**src/rtl/sha256_msg_padder.sv**
```systemverilog
// sha256_msg_padder
//   Byte-stream front end for the SHA-256 core. It applies the standard
//   message padding (0x80 marker, zero fill, 64-bit big-endian bit length)
//   and emits each 512-bit block as sixteen big-endian 32-bit words.
//
// Ports
//   clk, reset_n              clock, async active-low reset
//   in_valid/in_ready         byte handshake; in_data = byte,
//   in_keep, in_last          in_last ends the message, in_keep=0 on the
//                             last beat means the beat carries no byte
//   w_valid/w_ready           word handshake to the message loader
//   w_data                    word; first byte of the word in [31:24]
//   w_idx                     word index within the block (0..15)
//   w_eom                     word 15 of the message's final block
//   busy                      padding in progress or message partly taken
//
// One byte slot exists per cycle whenever the output register is free or
// draining (slot_en). Every source of bytes (message, marker, zero fill,
// length) competes for the same slot, so throughput is one byte per cycle.

// Staging byte for one lane of the output word. Lane 3 never needs a
// register: its byte goes straight into w_data together with lanes 0..2.
module sha256_pad_lane #(
  parameter logic [1:0] LANE = 2'd0
) (
  input  logic       clk,
  input  logic       reset_n,
  input  logic       wr_en,
  input  logic [1:0] lane,
  input  logic [7:0] din,
  output logic [7:0] dout
);

  always_ff @(posedge clk or negedge reset_n) begin
    if (!reset_n)                  dout <= '0;
    else if (wr_en && lane == LANE) dout <= din;
  end

endmodule

module sha256_msg_padder #(
  parameter int CNT_W = 32
) (
  input  logic        clk,
  input  logic        reset_n,
  input  logic        in_valid,
  input  logic [7:0]  in_data,
  input  logic        in_keep,
  input  logic        in_last,
  output logic        in_ready,
  output logic        w_valid,
  output logic [31:0] w_data,
  input  logic        w_ready,
  output logic [3:0]  w_idx,
  output logic        w_eom,
  output logic        busy
);

  localparam int NUM_LANES = 4;

  typedef enum logic [1:0] {
    MSG  = 2'd0,
    PAD  = 2'd1,
    ZERO = 2'd2,
    LEN  = 2'd3
  } state_t;

  state_t                          state, nxt_state;
  logic [CNT_W-1:0]                cnt;
  logic [5:0]                      pos;      // byte position inside the block
  logic [5:0]                      pos_inc;
  logic [1:0]                      lane;
  logic [63:0]                     len_q;    // shifts left, MSB byte goes out
  logic [2:0]                      len_cnt;
  logic                            got_byte; // current message has a byte in
  logic [NUM_LANES-2:0][7:0]       stage;

  logic       slot_en;
  logic       wr_en;
  logic [7:0] wr_byte;
  logic       cnt_inc;
  logic       len_load;
  logic       len_shift;
  logic       last_len;
  logic       emit;
  logic       w_take;

  // Lane is the low bits of the block position: every write advances both.
  assign lane    = pos[1:0];
  assign pos_inc = pos + 6'd1;
  assign slot_en = !w_valid || w_ready;
  assign w_take  = w_valid && w_ready;
  assign emit    = wr_en && (lane == 2'd3);
  assign busy    = (state != MSG) || got_byte;

  // Staging lanes 0..2
  for (genvar g = 0; g < NUM_LANES - 1; g++) begin : g_lane
    sha256_pad_lane #(
      .LANE (2'(g))
    ) u_lane (
      .clk     (clk),
      .reset_n (reset_n),
      .wr_en   (wr_en),
      .lane    (lane),
      .din     (wr_byte),
      .dout    (stage[g])
    );
  end

  // Next state / slot source selection
  always_comb begin
    nxt_state = state;
    in_ready  = 1'b0;
    wr_en     = 1'b0;
    wr_byte   = 8'h00;
    cnt_inc   = 1'b0;
    len_load  = 1'b0;
    len_shift = 1'b0;
    last_len  = 1'b0;
    case (state)
      MSG: begin
        in_ready = slot_en;
        if (in_valid && slot_en) begin
          // in_keep only matters on the terminating beat
          if (!in_last || in_keep) begin
            wr_en   = 1'b1;
            wr_byte = in_data;
            cnt_inc = 1'b1;
          end
          if (in_last) nxt_state = PAD;
        end
      end
      PAD: begin
        if (slot_en) begin
          wr_en   = 1'b1;
          wr_byte = 8'h80;
          if (pos_inc == 6'd56) begin
            nxt_state = LEN;
            len_load  = 1'b1;
          end else begin
            nxt_state = ZERO;
          end
        end
      end
      ZERO: begin
        // Entered only with pos != 56, so the fill always writes at least
        // one zero; if the marker landed at 56..63 this wraps into a new block.
        if (slot_en) begin
          wr_en   = 1'b1;
          wr_byte = 8'h00;
          if (pos_inc == 6'd56) begin
            nxt_state = LEN;
            len_load  = 1'b1;
          end
        end
      end
      LEN: begin
        if (slot_en) begin
          wr_en     = 1'b1;
          wr_byte   = len_q[63:56];
          len_shift = 1'b1;
          if (len_cnt == 3'd7) begin
            nxt_state = MSG;
            last_len  = 1'b1;
          end
        end
      end
      default: nxt_state = MSG;
    endcase
  end

  // Control state
  always_ff @(posedge clk or negedge reset_n) begin
    if (!reset_n) begin
      state    <= MSG;
      cnt      <= '0;
      pos      <= '0;
      len_q    <= '0;
      len_cnt  <= '0;
      got_byte <= 1'b0;
    end else begin
      state <= nxt_state;
      if (last_len)     pos <= '0;
      else if (wr_en)   pos <= pos_inc;
      if (last_len)     cnt <= '0;
      else if (cnt_inc) cnt <= cnt + CNT_W'(1);
      if (last_len)     got_byte <= 1'b0;
      else if (cnt_inc) got_byte <= 1'b1;
      // cnt is final once PAD is reached, so latching on LEN entry is safe
      if (len_load) begin
        len_q   <= 64'({cnt, 3'b000});
        len_cnt <= '0;
      end else if (len_shift) begin
        len_q   <= {len_q[55:0], 8'h00};
        len_cnt <= len_cnt + 3'd1;
      end
    end
  end

  // Output word register. A new word can only be emitted in a slot, and a
  // slot requires the previous word to be gone or leaving this cycle.
  always_ff @(posedge clk or negedge reset_n) begin
    if (!reset_n) begin
      w_valid <= 1'b0;
      w_data  <= '0;
      w_idx   <= '0;
      w_eom   <= 1'b0;
    end else begin
      if (emit) begin
        w_valid <= 1'b1;
        w_data  <= {stage[0], stage[1], stage[2], wr_byte};
        w_eom   <= last_len;
      end else if (w_take) begin
        w_valid <= 1'b0;
        w_eom   <= 1'b0;
      end
      // Index advances on handoff, so it already names the next word
      if (w_take) w_idx <= w_idx + 4'd1;
    end
  end

endmodule

```
**config.mk**
```make
export PLATFORM = sky130hd
export DESIGN_NAME = sha256_msg_padder
export DESIGN_NICKNAME = d
export VERILOG_FILES = /design/src/rtl/sha256_msg_padder.sv
export SDC_FILE = /design/constraint.sdc
export NUM_CORES = 1
export LEC_CHECK = 0
export ABC_AREA = 1
export ABC_CLOCK_PERIOD_IN_PS = 2400
export BUFFER_PORTS_ARGS = -buffer_cell sky130_fd_sc_hd__buf_2
export CORE_MARGIN = 2
export CORE_UTILIZATION = 48
export CTS_BUF_LIST = sky130_fd_sc_hd__clkbuf_2
export CTS_CLUSTER_SIZE = 30
export DETAILED_ROUTE_END_ITERATION = 10
export GPL_ROUTABILITY_DRIVEN = 0
export PLACE_DENSITY = 0.66
export SYNTH_ARGS = -nofsm -noshare
export SYNTH_HDL_FRONTEND = slang
export SYNTH_SLANG_ARGS = --single-unit
```
**constraint.sdc**
```tcl
create_clock -name clk -period 2.4 [get_ports clk]
set_input_delay 0.36 -clock clk [delete_from_list [all_inputs] [get_ports clk]]
set_output_delay 0.36 -clock clk [all_outputs]
set_load 0.01 [all_outputs]
```
# ---- Word-level counts from Yosys, hierarchy flattened
# Index checks and enable logic that the tools add are counted.
# Widths: inputs -> output; s select.
dict set report word_totals {
  ff_bits 170
  inputBits 14
  output_inout_bits 40
  elab_cells 93
}
dict set report classes {
  add_sub_neg 4
  eq_ne 15
  muxes 40
  reduce_logical 21
}
# operator n
set op_table {}
lappend op_table {{$mux 64} 2}
lappend op_table {{$mux 32} 2}
lappend op_table {{$add 32x1->32 const B} 1}
lappend op_table {{$mux 8} 4}
lappend op_table {{$pmux 8 s4} 1}
lappend op_table {{$mux 1} 18}
lappend op_table {{$mux 2} 7}
lappend op_table {{$ne 2x2->1 const B} 7}
lappend op_table {{$mux 6} 2}
lappend op_table {{$reduce_bool 2->1} 5}
lappend op_table {{$eq 2x2->1 const B} 4}
lappend op_table {{$pmux 2 s4} 1}
lappend op_table {{$reduce_and 7->1} 1}
lappend op_table {{$add 6x1->6 const B} 1}
lappend op_table {{$eq 6x6->1 const B} 1}
lappend op_table {{$logic_and 1x1->1} 6}
lappend op_table {{$mux 3} 2}
lappend op_table {{$add 4x1->4 const B} 1}
lappend op_table {{$eq 2x1->1 const B} 2}
lappend op_table {{$logic_not 2->1} 2}
lappend op_table {{$add 3x1->3 const B} 1}
lappend op_table {{$eq 3x3->1 const B} 1}
lappend op_table {{$logic_or 1x1->1} 3}
lappend op_table {{$reduce_or 3->1} 1}
lappend op_table {{3 further kinds} 4}

# ---- Longest topological paths before layout
dict set report depth {
  ltp_word 7
  ltp_mapped 11
  mapped_depth_nobuf 10
}

# ---- Hierarchy
# A second synthesis with hierarchy kept.
dict set report unflattened {
  hier_cells 1063
  area_unflattened_um2 8299.2
}
# mod n_inst cells_per_inst area_per_inst_um2 seq_area_each_um2
set by_module_without_submodules {}
lappend by_module_without_submodules {sha256_msg_padder 1 956 7263.2 3578.4}
lappend by_module_without_submodules {{sha256_pad_lane at g_lane[1].u_lane ...} 2 36 354.1 200.2}
lappend by_module_without_submodules {{sha256_pad_lane at g_lane[0].u_lane} 1 35 327.8 200.2}

# ---- Worst setup path before layout
# Ideal clock, no wire load.
dict set report synth_path {
  kind {register to register}
  start {register state[0]}
  end {register w_data[0]}
  setup_time_ps 125
  arrival_time_ps 1606
  t_required_ps 2275
  slack_ps 669
  path_stages_with_launch 9
  n_path_buf 1
  period_less_slack_ps 1731
  path_cell_list {dfrtp_1 -> inv_1 -> ha_1 -> nor2_4 -> inv_2 -> nand2_2 -> nand2_1 -> buf_4 -> mux2_2}
}
dict set report synth_between {
  elab_chain_cells 4
  elab_cells_between_ends 8
  classes_between {3 x eq/ne; 2 x mux; 3 x reduce/logical}
}
# element line
set synth_rtl {}
lappend synth_rtl {{start, declared} 68} ;# state_t state, nxt_state;
lappend synth_rtl {{start signal, assigned} 182} ;# state <= nxt_state;
lappend synth_rtl {{$eq 2x2->1 or $eq 2x1->1 (tied branches)} 120} ;# case (state)
lappend synth_rtl {{$reduce_or 3->1 (no line)} n/a}
lappend synth_rtl {{$pmux 1 s2} 120}
lappend synth_rtl {{$logic_and 1x1->1} 93} ;# assign emit = wr_en && (lane == 2'd3);
lappend synth_rtl {{end signal, assigned} 211} ;# w_data <= {stage[0], stage[1], stage[2], wr_byte};
lappend synth_rtl {{end, declared} 52} ;# output logic [31:0] w_data,
# Several ways; a longest one is shown, not always the timed one.
# A chain may end at the register's enable or synchronous reset.

# ---- Worst setup path after layout
dict set report layout_path {
  start {register state[0]}
  end {output port in_ready}
}
dict set report layout_between {
  elab_chain_cells 2
}
# element line
set layout_rtl {}
lappend layout_rtl {{$logic_not 2->1} 120}
lappend layout_rtl {{$mux 1} 120}
lappend layout_rtl {{end, declared} 50} ;# output logic in_ready,
# Every way passes these cells.

==> impl.org <==
** Pwr
- Lkg Pwr :: approximately 0.0043 uW
- Dividing total power by cell area gives a power density of roughly 1000 mW/mm2.
- The worst-case IR drop observed on VDD is 0.000480 V.

** Cells and area
- Cells fill a little under three fifths of the core in the end.
- The filler cells instantiated in the layout total 1496.
- Final cell area excluding filler cells :: 0.00878 mm2
- Number of nets in the layout :: 1028
- Combined area of the multi-input logic cells :: 0.00317 mm2
- Across the whole layout, storage elements account for 0.00418 mm2.
- Share of layout cells above drive strength 1 :: about 13%
- Synth-to-Final Area Change :: 11.5%

** Timing
- At the pin with the least slew margin, the transition time is 0.519 ns.
- Final hold analysis gives a worst-case slack of 0.0533 ns.
- For this run, the top clock speed supported by timing is 448 MHz.
- Final period util :: 92.9%
- The count of final hold-check violations came to 0.
- Clk_skew :: between 0.04 and 0.05 ns
- Worst max-slew margin expressed relative to the limit :: between 60% and 70%
- Number of failing setup endpoints in the final timing report :: 0
- Final period demand of the worst path :: around 2.2 ns
- Final max-slew violation count :: 0

** Logic synthesis
- Counting distinct cell types in the post-synthesis netlist gives 31.
- Yosys warning count :: 0
- Post-synthesis instance area :: 0.00788 mm2
- Synthesis handed over a netlist of 943 instances.
- The share of the Yosys chip area taken by registers is 53.0%.
- In this run, synthesis produced a sequential element count of between 150 and 200.
- Post-synthesis area per instance :: 8.36 um2
- Counting every net in the synthesized netlist gives 970.

** Placed design
- During placement, the flow inserted port buffers numbering 53.
- HPWL reported at the end of detailed placement :: 12400 um
- In this run the cell area measured after placement is 0.00837 mm2.

** Clock network
- Reg clk slew, reported paths :: between 0.2 and 0.3 ns
- The H-tree generated during clock tree synthesis spans 4 levels.
- The clock reaches the later pin of the worst-skew pair after 0.78 ns.
- The tree is rooted in a sky130_fd_sc_hd__clkbuf_2.
- CTS tree :: built
- Bufs on Longest Clock Path :: 2
- In this run, CTS created clock tree buffers numbering 17.
- Count of clock tree sinks :: around 170

** Route
- Detailed-route via count :: 6315
- In the routed layout, each cell is associated on average with a via count of 5.13.
- The detail route stage leaves a number of antenna-violating nets equal to 0.
- In the final routed layout, each cell accounts on average for 14.6 um.
- Number of DRC violations after detailed routing :: 0
- Total iterations of the first detailed-routing run :: 5
- Detailed-route wire length :: 17900 um
- For this block, the initial DRC count from the detailed router was 450.

** Flow run
- Number of max-capacitance violations reported :: 0

** Global routing
- The first global-routing pass estimated 30500 um of wire.
- For this run, global-route usage on met3 was measured as 4.04%.
- Antenna violations before repair :: 1
- Entering global routing, the biggest net connects 57 pins.
- Met2 track demand over resource in global routing :: 33.4%
- For met1 alone, demand over resource in global routing was 31.0%.
- Total GRT Usage :: 21.8%
- The total overflow left after global routing is 0.
- The via count of the first global-routing pass came to 6007.
- The global routing stage identified its most utilized layer as met2.

** Worst setup path
- Reg2Reg Launch Point :: state[0]
- CP Capture Point :: in_ready
- Worst setup path startpoint :: state[0]
- Data required time at the worst endpoint :: a little over 2 ns
- For the worst flop-to-flop path, the logic depth is 8.
- The endpoint identified for the worst register-to-register timing path is len_q[23].
- R2R Setup Slk :: approximately 0.28 ns
- Crit path kind :: flip-flop to output pin
- Arr. time, crit path :: 1.87 ns
- Of all nets on the critical path, the largest fanout is 6.
- STA classifies the critical path startpoint as a flip-flop.
- The worst setup path is captured at an output pin.

** Floorplan
- DIE HEIGHT :: ~130 um
- The floorplan step defined a die boundary enclosing 0.0175 mm2.
- Num ports :: 54
- The floorplan step defined a core boundary enclosing 0.0159 mm2.
- Row count :: between 40 and 50
- Once the floorplan was initialized, standard cells occupied 49.4% of the core.
- Die Width :: 132 um

** Min path
- Type of the tightest min-delay check :: input pin to asynchronous set/reset pin

** Run status
- Status :: finished clean
worst max-delay path, cell delays in order (launching register included):
cell	delay (ns)
sky130_fd_sc_hd__dfrtp_1	0.49
sky130_fd_sc_hd__inv_2	0.12
sky130_fd_sc_hd__ha_4	0.20
sky130_fd_sc_hd__inv_1	0.06
sky130_fd_sc_hd__nor2_1	0.09
sky130_fd_sc_hd__buf_2	0.13
registers in the layout, summed over array words and instances, names as in the netlist:
register	flops
got_byte	1
w_idx	4
cnt	32
len_cnt	3
pos	6
w_eom	1
len_q	61
w_valid	1
state	2
g_lane.u_lane.dout	24
w_data	32
synthesized netlist by cell type, drive strengths merged:
library cell  number  area [um2]
a21boi             1        7.51
a21oi             47         235
a31oi              1        6.26
and3               2        12.5
buf               31         193
clkbuf            11        41.3
dfrtp            167        4180
ha                13         163
inv               83         312
mux2               9         101
nand2            267        1010
nand3            132         666
nand4             16         115
nor2              59         259
nor3              12        70.1
o21ai             80         400
o21bai             1        7.51
xnor2              4        35.0
xor2               7        68.8
area by class of cell:
| type | count | share of cell area (%) |
|---|---|---|
| Tap cell | 216 | 3.08 |
| Clock buffer | 17 | 0.969 |
| Sequential cell | 167 | 47.6 |
| Multi-Input combinational cell | 651 | 36.1 |
| Inverter | 83 | 3.55 |
| Clock inverter | 15 | 2.02 |
| Timing Repair Buffer | 81 | 6.65 |
| Antenna cell | 1 | 0.0285 |
what timing repair did:
| item | in CTS | in global routing |
|---|---|---|
| hold buffers | 11 | 0 |
| setup endpoints to repair | 2 | 2 |
| resized for setup | 1 | 2 |
| setup buffers | 0 | 3 |
| hold endpoints to repair | 202 | 0 |
cell usage in the layout (no fill, tap or decap), types with 11 or more instances in the layout:
master	count
sky130_fd_sc_hd__nand2_1	264
sky130_fd_sc_hd__dfrtp_1	167
sky130_fd_sc_hd__nand3_1	131
sky130_fd_sc_hd__inv_1	74
sky130_fd_sc_hd__o21ai_0	62
sky130_fd_sc_hd__nor2_1	52
sky130_fd_sc_hd__buf_2	52
sky130_fd_sc_hd__a21oi_1	47
sky130_fd_sc_hd__o21ai_1	18
sky130_fd_sc_hd__clkbuf_2	17
sky130_fd_sc_hd__nand4_1	15
sky130_fd_sc_hd__ha_1	12
sky130_fd_sc_hd__dlygate4sd3_1	11
sky130_fd_sc_hd__buf_4	11
kinds of logic after synthesis:
| group | count (synthesis) | share of synthesized area [%] |
|---|---|---|
| fa+ha+maj | 13 | 2.06 |
| xor+xnor | 11 | 1.32 |
| buf+inv | 125 | 6.92 |
| flops | 167 | 53.0 |
| simple gates | 488 | 27.0 |
| mux | 9 | 1.29 |
| compound gates | 130 | 8.34 |
report_power, final:
group	leakage [uW]	total (uW)	internal, uW	switching, uW
logic	0.00191	3170	1150	2030
registers	0.00223	4420	3760	660
clock network	0.000157	1610	450	1160
total	0.00429	9200	5360	3840
per-stage QoR:
stage	setup TNS (ns)	cells	power [uW]	worst slack [ns]
2_1_floorplan	0	943	6570	0.669
3_3_place_gp	0	1184	7500	0.327
3_5_place_dp	0	1184	7590	0.283
4_1_cts	0	1227	9210	0.00191
5_1_grt	-0.00461	1231	9990	-0.00461
6_report	0	1231	9200	0.170
worst min path at each step:
stage                     startpoint                       end  slack [ns]
final                        reset_n  g_lane[2].u_lane.dout[2]        0.05
after floorplan              reset_n                    cnt[0]        0.06
after detailed placement     reset_n  g_lane[2].u_lane.dout[2]        0.35
after CTS                    reset_n  g_lane[2].u_lane.dout[2]       0.005
after global routing         reset_n                    cnt[4]       0.005
after global placement       reset_n                w_data[10]        0.35
layer usage:
metal  wire length, um  share of wire [%]
met2              8360                 47
met5                 0                  0
met1              8490                 47
met3               624                3.5
met4               472                2.6
(Power assumes the default switching activity.)
